<file path="config.mk">
export PLATFORM = sky130hd
export DESIGN_NAME = tanh_poly_unit
export DESIGN_NICKNAME = d
export VERILOG_FILES = /design/src/rtl/tanh_pkg.sv /design/src/rtl/tanh_fx_mul.sv /design/src/rtl/tanh_poly_unit.sv
export SDC_FILE = /design/constraint.sdc
export NUM_CORES = 2
export LEC_CHECK = 0
export ABC_AREA = 0
export BUFFER_PORTS_ARGS = -buffer_cell sky130_fd_sc_hd__buf_2
export CAP_MARGIN = 20
export CELL_PAD_IN_SITES_DETAIL_PLACEMENT = 0
export CELL_PAD_IN_SITES_GLOBAL_PLACEMENT = 1
export CORE_MARGIN = 4
export CORE_UTILIZATION = 40
export DETAILED_ROUTE_END_ITERATION = 8
export PLACE_DENSITY_LB_ADDON = 0.1
export SYNTH_ARGS = -nofsm -noshare
export SYNTH_HDL_FRONTEND = slang
export SYNTH_SLANG_ARGS = --single-unit
</file>
<file path="constraint.sdc">
create_clock -name clk -period 11.33 [get_ports clk]
set_input_delay 2.8325 -clock clk [delete_from_list [all_inputs] [get_ports clk]]
set_output_delay 2.8325 -clock clk [all_outputs]
set_load 0.005 [all_outputs]
</file>
<file path="src/rtl/tanh_pkg.sv">
// tanh_pkg: FSM state codes, mode encoding and Q-format coefficient helpers for tanh_poly_unit
package tanh_pkg;
    localparam logic [2:0] ST_IDLE = 3'd0;
    localparam logic [2:0] ST_ABS  = 3'd1;
    localparam logic [2:0] ST_SQ   = 3'd2;
    localparam logic [2:0] ST_HORN = 3'd3;
    localparam logic [2:0] ST_FIN  = 3'd4;
    localparam logic [2:0] ST_SIGN = 3'd5;
    localparam logic [2:0] ST_OUT  = 3'd6;

    localparam logic MODE_TANH    = 1'b0;
    localparam logic MODE_SIGMOID = 1'b1;

    // longint'() of a real rounds to nearest, ties away from zero
    function automatic longint to_q(input real c, input int frac);
        return longint'(c * (2.0 ** frac));
    endfunction

    // Odd Taylor coefficients of tanh: 1, -1/3, 2/15, -17/315, 62/2835
    function automatic longint coef_q(input int idx, input int frac);
        return to_q(idx == 0 ? 1.0 : idx == 1 ? -1.0 / 3.0 : idx == 2 ? 2.0 / 15.0 :
                    idx == 3 ? -17.0 / 315.0 : 62.0 / 2835.0, frac);
    endfunction

    function automatic longint sat_q(input int frac);
        return to_q(1.3, frac);
    endfunction
endpackage

</file>
<file path="src/rtl/tanh_fx_mul.sv">
// tanh_fx_mul: signed WxW multiply keeping bits [W+FRAC-1:FRAC] of the full 2W-bit product
module tanh_fx_mul #(
    parameter int W    = 32,
    parameter int FRAC = 26
) (
    input  logic [W-1:0] a,
    input  logic [W-1:0] b,
    output logic [W-1:0] y
);
    logic [2*W-1:0] p;
    logic unused_p;
    // sign-extended operands make the low 2W bits of the unsigned product the signed product
    assign p = {{W{a[W-1]}}, a} * {{W{b[W-1]}}, b};
    assign y = p[W+FRAC-1:FRAC];
    assign unused_p = ^{p[2*W-1:W+FRAC], p[FRAC-1:0]};
endmodule

</file>
<file path="src/rtl/tanh_poly_unit.sv">
// tanh_poly_unit: Horner-series tanh with clamping on one shared multiplier; sigmoid mode under TANH_SIGMOID_EN
module tanh_poly_unit
    import tanh_pkg::*;
#(
    parameter int W     = 32,
    parameter int FRAC  = 26,
    parameter int TERMS = 5,
    parameter logic [W-1:0] SAT = W'(sat_q(FRAC))
) (
    input  logic         clk,
    input  logic         rst,
    input  logic         locked,
    input  logic [W-1:0] in_data,
    input  logic         in_valid,
    output logic         in_ready,
    input  logic         mode,
    output logic [W-1:0] out_data,
    output logic         out_valid,
    input  logic         out_ready
);
    localparam logic [W-1:0] K0   = W'(coef_q(0, FRAC));
    localparam logic [W-1:0] K1   = W'(coef_q(1, FRAC));
    localparam logic [W-1:0] K2   = W'(coef_q(2, FRAC));
    localparam logic [W-1:0] K3   = W'(coef_q(3, FRAC));
    localparam logic [W-1:0] K4   = W'(coef_q(4, FRAC));
    localparam logic [W-1:0] KTOP = W'(coef_q(TERMS - 1, FRAC));
    localparam logic [W-1:0] ONE  = W'(longint'(1) << FRAC);
    localparam logic [W-1:0] MAXP = {1'b0, {(W-1){1'b1}}};
    localparam logic [W-1:0] MINN = {1'b1, {(W-1){1'b0}}};

    logic [2:0]   state;
    logic [2:0]   i;
    logic [W-1:0] x, x2, acc;
    logic         s;
    logic [W-1:0] x_in, m, k_i, ma, mb, prod, t, res;

    assign in_ready  = state == ST_IDLE && !locked && !rst;
    assign out_valid = state == ST_OUT && !locked && !rst;

    // -2^(W-1) has no positive twin, so it saturates to the largest positive value
    assign m   = !x[W-1] ? x : x == MINN ? MAXP : -x;
    assign k_i = i == 3'd0 ? K0 : i == 3'd1 ? K1 : i == 3'd2 ? K2 : i == 3'd3 ? K3 : K4;
    assign ma  = state == ST_SQ ? x : acc;
    assign mb  = state == ST_HORN ? x2 : x;
    assign t   = s ? -acc : acc;

    tanh_fx_mul #(.W(W), .FRAC(FRAC)) u_mul (.a(ma), .b(mb), .y(prod));

`ifdef TANH_SIGMOID_EN
    logic         md;
    logic [W-1:0] sum;
    assign x_in = mode == MODE_SIGMOID ? {in_data[W-1], in_data[W-1:1]} : in_data;
    assign sum  = ONE + t;
    assign res  = md == MODE_SIGMOID ? {sum[W-1], sum[W-1:1]} : t;
    always_ff @(posedge clk)
        if (in_ready && in_valid) md <= mode;
`else
    logic unused_mode;
    assign unused_mode = mode;
    assign x_in = in_data;
    assign res  = t;
`endif

    always_ff @(posedge clk) begin
        if (rst) begin
            state    <= ST_IDLE;
            out_data <= '0;
        end else if (locked) begin
            state <= ST_IDLE;
        end else begin
            case (state)
                ST_IDLE: if (in_valid) begin
                    x     <= x_in;
                    state <= ST_ABS;
                end
                ST_ABS: begin
                    s     <= x[W-1];
                    x     <= m;
                    acc   <= ONE;
                    state <= m > SAT ? ST_SIGN : ST_SQ;
                end
                ST_SQ: begin
                    x2    <= prod;
                    acc   <= KTOP;
                    i     <= 3'(TERMS - 2);
                    state <= ST_HORN;
                end
                ST_HORN: begin
                    acc   <= k_i + prod;
                    i     <= i - 3'd1;
                    state <= i == 3'd0 ? ST_FIN : ST_HORN;
                end
                ST_FIN: begin
                    acc   <= prod;
                    state <= ST_SIGN;
                end
                ST_SIGN: begin
                    out_data <= res;
                    state    <= ST_OUT;
                end
                ST_OUT: if (out_ready) state <= ST_IDLE;
                default: state <= ST_IDLE;
            endcase
        end
    end
endmodule
</file>
### Word level (Yosys, flattened, before mapping)

Index checks and enable logic that the tools add are counted.

* add/subtract/negate cells: 4
* $mul: 1
* order comparisons: 1
* equality and inequality tests: 12
* multiplexer cells: 18
* bitwise logic cells: 2
* reduce and logical (&&, ||, !) cells: 19

Operators by type and width (count)
* $mux W32: 10
* $pmux W32 S4: 1
* $neg A32 Y32: 2
* $pmux W32 S2: 1
* $mul A32 B32 Y58: 1
* $add A32 B32 Y32: 1
* $eq A32 B32 Y1 const B: 1
* $gt A32 B27 Y1 const B: 1
* $pmux W3 S7: 1
* $eq A3 B2 Y1 const B: 4
* $mux W3: 4
* $reduce_and A3 Y1: 4
* $eq A3 B3 Y1 const B: 3
* $eq A3 B1 Y1 const B: 2
* $logic_not A3 Y1: 2
* $pmux W3 S2: 1
* $logic_and A1 B1 Y1: 4
* $ne A2 B2 Y1 const B: 2
* $reduce_and A2 Y1: 2
* $reduce_and A4 Y1: 1
* $reduce_bool A2 Y1: 2
* $reduce_bool A4 Y1: 1
* $sub A3 B1 Y3 const B: 1
* $logic_not A1 Y1: 2
* other kinds (2): 3

* bits in registers: 135
* input bits: 38
* output and inout port bits: 34
* logic and storage cells: 64

### Depth between registers and ports, before layout

* word-level depth: 7
* mapped depth: 51

### Hierarchy

From an unflattened synthesis, not the netlist that was laid out.

* cells, all modules: 4586
* area, all modules: 42510.8 um^2

By module, submodules not included
* tanh_fx_mul: times used 1, cells each 3525, area an instance 33169.3 um^2
* tanh_poly_unit: times used 1, cells each 1061, area an instance 9341.5 um^2

### Worst setup path before layout

No wires, ideal clock.

* path type: register -> register
* start: register state[2]
* end: register acc[29] (data pin)
* data arrival time: 11.103 ns
* setup slack: -0.039 ns
* stages on the path, launching flop included: 49
* cells stage by stage: dfxtp_1 > buf_4 > inv_1 > nand2_1 > nor2_1 > clkbuf_1 > buf_1 > buf_1 > mux2i_1 > clkbuf_1 > nor2_1 > fa_1 > fa_1 > inv_1 > fa_1 > fa_1 > inv_1 > fa_1 > [13 not listed] > xnor2_1 > inv_1 > ha_1 > a21o_1 > a21oi_1 > o21ai_0 > a21o_1 > a31oi_1 > or2_2 > o31ai_1 > a22oi_1 > a211oi_1 > o2111a_1 > o21ai_2 > o21ai_1 > a211o_1 > a21oi_1 > o21ai_1

* cells in the longest elaborated chain, start to end: 5

Ends and longest elaborated chain
* start, declared: RTL line tanh_poly_unit.sv:31 `logic [2:0] state;`
* start signal, assigned: RTL line tanh_poly_unit.sv:80 `state <= m > SAT ? ST_SIGN : ST_SQ;`
* start signal, assigned: RTL line tanh_poly_unit.sv:91 `state <= i == 3'd0 ? ST_FIN : ST_HORN;`
* $eq A3 B2 Y1, on equally long branches: RTL line tanh_poly_unit.sv:43, tanh_poly_unit.sv:44
* $mux W32, on equally long branches: RTL line tanh_poly_unit.sv:43, tanh_poly_unit.sv:44
* $mul A32 B32 Y58 (*): RTL line tanh_fx_mul.sv:13 `assign p = {{W{a[W-1]}}, a} * {{W{b[W-1]}}, b};`
* named net prod[1]: RTL line tanh_poly_unit.sv:35 `logic [W-1:0] x_in, m, k_i, ma, mb, prod, t, res;`
* $add A32 B32 Y32 (*): RTL line tanh_poly_unit.sv:89 `acc <= k_i + prod;`
* $pmux W32 S4 (*): RTL line tanh_poly_unit.sv:71 `case (state)`
* end signal, assigned: RTL line tanh_poly_unit.sv:89
* end signal, assigned: RTL line tanh_poly_unit.sv:94 `acc <= prod;`
* end, declared: RTL line tanh_poly_unit.sv:33 `logic [W-1:0] x, x2, acc;`

Mark *: on every way through the listed nets, which the timed path passes. The rest lies on a longest branch.
A chain may end at the register's enable or synchronous reset.

### Final worst setup path

* start: register state[1]
* end: register acc[31] (data pin)

Same word-level chain as after synthesis.

==> summary.md <==
| Metric | Value |
|---|---|
| Clock Path Buffers | 2 |
| Post-Route WL | 155000 µm |
| DIE AREA | 112000 µm² |
| CTS clk-pin slew, worst paths | 0.06 ns |
| Synth top area share | 0.475 |
| Worst path bufs/invs | 7 |
| Placed Cells | 6356 |
| Clock Root Buffer | clkbuf_16 |
| CP Class | reg -> reg |
| WHS Endpoint | out_data[14] |
| Post-synth top area cell | fa_1 |
| Pre-Repair DR Iteration Count | 6 |
| Synth warnings | 0 |
| Hold Crit Depth | 2 |
| Min Tclk post-route | 10.92 ns |
| Routed Antenna Nets | 0 |
| Filler cells | 10400 |
| Clock sink total | 135 |
| Largest net degree at the start of global routing | 45 |
| Total CTS buffers | 17 |
| Number of global-route vias before repair | 35300 |
| Seq/Total Area, Yosys | 0.0870 |
| Critical R2R Capture | acc[31] |
| Crit path max-delay cell type | fa_2 |
| Global route total overflow | 0 |
| Mean Syn Cell Area | 8.93 µm² |
| Vias | 33700 |
| Row count | 119 |
| Required time of the critical path | 11.52 ns |
| I/O pin cnt | 72 |
| Final setup vio count | 0 |
| Final Cycle Share | 0.964 |
| Synth Register Bits | 135 |
| DIE WIDTH | 334 µm |
| Top_reg_cell synth | edfxtp_1 |
| Asr flop ratio synth | 0 |
| RSZ-0062 raised after global routing | true |
| Total Routing Usage GR | 0.282 |
| Final hold vios | 0 |
| Nature of the critical path endpoint | register |
| DRT iter0 DRCs | 2497 |
| Top post-synthesis cells by area | fa_1 (48%), inv_1 (8.6%), edfxtp_1 (7.1%) |
| R2R Setup Slk | 0.41 ns |
| TritonCTS clock tree | yes |
| Finished Layout Cells | 6418 |
| R2r startpoint | state[1] |
| Netlist cell types | 105 |
| Slew of the pin with the lowest slew margin | 0.987 ns |
| DRC violations left | 0 |
| Crit path max fanout | 16 |
| Fmax | 91.5 MHz |
| Final core area utilization | 0.461 |
| Worst path most repeated cell | fa_1 |
| Count leader, synth | fa_1 |
| Max incr delay on CP | 0.60 ns |
| Global-route wire length before repair | 233000 µm |
| Setup tns final | 0 ns |
| Initial antenna violation count | 2 |
| CP startpoint kind | register |
| WP data arrival | 11.12 ns |
| Quantity of I/O buffers inserted on ports | 70 |
| Hold Path Origin | out_data[14] |
| Cell count after synthesis | 4767 |
| Chip Height | 334 µm |
| Status | finished, final reports clean |
| HPWL Detailed | 131000 µm |
| Post-synth top cells | fa_1 (1011), inv_1 (976), nand2_1 (687), nor2_1 (658), ha_1 (200) |
| Depth of the CTS H-tree | 4 |
| Syn_nets | 6016 |
| Max Slew Vio Count | 0 |
| Maxcap violations | 0 |
| Layout cells sized above 1 | 0.132 |
| HP Class | reg -> reg |
| GP Congestion | 0.930 |
| Worst Reg-to-Reg Cells | 42 |
| Worst-skew pair later-pin latency | 0.45 ns |
| Initial core utilization | 0.403 |
| Top delay family on crit path | adder cells |
| Vias per inst | 5.25 |
| Post-CTS Hold Fix Bufs | 0 |
| Crit path from | state[1] |
| EDFF count, synth | 100 |
| Synthesized area | 42600 µm² |
| Area Growth Syn to Fin | 14.4% |
| Core area | 106000 µm² |
| Fin Clk Skew | 0.0139 ns |
| Nets | 6261 |
| Relative slew slack | 0.342 |
| Routed length per instance | 24.1 µm |
[worst max-delay path by stage]
| stage | endpoint | slack [ns] | cells after the start |
|---|---|---|---|
| floorplan | acc[29] | 0.13 | 48 |
| global placement | acc[28] | -0.07 | 48 |
| detailed placement | acc[31] | -0.0005 | 44 |
| CTS | acc[31] | 0.006 | 44 |
| global route | acc[29] | -0.02 | 45 |
| finish | acc[31] | 0.41 | 42 |
[registers in the layout, indices dropped and copies added (netlist names)]
name	count
i	3
x	32
s	1
acc	32
x2	32
state	3
out_data	32
[what timing repair did]
action	CTS	global route
resized for setup	3	87
buffers inserted	0	22
cloned	0	5
setup endpoints to repair	5	17
pin swaps	0	20
[metal layers]
layer	up-vias	wire, µm	GRT usage
li1	14900	-	-
met1	17600	68800	0.401
met2	1032	72500	0.466
met3	152	9180	0.0349
met4	0	4120	0.0583
met5	-	0	0
[worst register-to-register path, delay by kind of cell (launching register included)]
family / cells / cell delay (ns)
AOI/OAI and AO/OA: 15 / 2.58
DFF: 1 / 0.34
and+or+nand+nor: 7 / 1.44
muxes: 1 / 0.27
adders and majority gates: 10 / 4.74
buffers and inverters: 7 / 0.93
xor gates and xnor gates: 2 / 0.37
[stage by stage]
| step | hold WS [ns] | instance area, µm² | setup WS (ns) |
|---|---|---|---|
| 3_3_place_gp | 0.482 | 47300 | -0.0734 |
| 3_5_place_dp | 0.481 | 47300 | -0.000483 |
| 4_1_cts | 0.499 | 47900 | 0.00556 |
| 5_1_grt | 0.522 | 48700 | -0.0229 |
| 2_1_floorplan | 0.473 | 42600 | 0.126 |
| 6_report | 0.496 | 48700 | 0.406 |
[cell type report]
cell class / instances / area, µm² / share of cell area
inverters: 979 / 3670 / 0.0755
clock buffers: 21 / 504 / 0.0104
multi-input cells: 3424 / 34900 / 0.716
clock inverters: 11 / 100 / 0.00206
repair buffers: 455 / 4100 / 0.0841
flip-flops and latches: 135 / 3710 / 0.0761
well taps: 1391 / 1740 / 0.0357
diodes: 2 / 5.00 / 0.000103
[logic make-up after synthesis]
logic type               share of synthesized area
flip-flops                                  0.0870
buffers and inverters                        0.107
adder cells (fa/ha/maj)                      0.535
multiplexers                                0.0230
AND/OR/NAND/NOR                              0.146
XOR/XNOR                                    0.0335
AO/OA/AOI/OAI                               0.0690
[placed cells by master (no fill, tap or decap), types with 35 or more instances in the layout]
cell | netlist | layout
inv_1 | 976 | 976
nor2_1 | 658 | 655
ha_1 | 200 | 199
mux2i_2 | 0 | 35
buf_4 | 1 | 313
xnor2_1 | 86 | 83
nand2_1 | 687 | 682
buf_2 | 9 | 70
buf_12 | 0 | 53
xor2_1 | 64 | 63
fa_1 | 1011 | 1006
edfxtp_1 | 100 | 100
a211oi_1 | 37 | 36
o21ai_0 | 83 | 77
a21oi_1 | 99 | 86
Power is left out: the tool's default activity adds up to more than one toggle a clock period on the data nets, which glitch-free logic cannot reach.
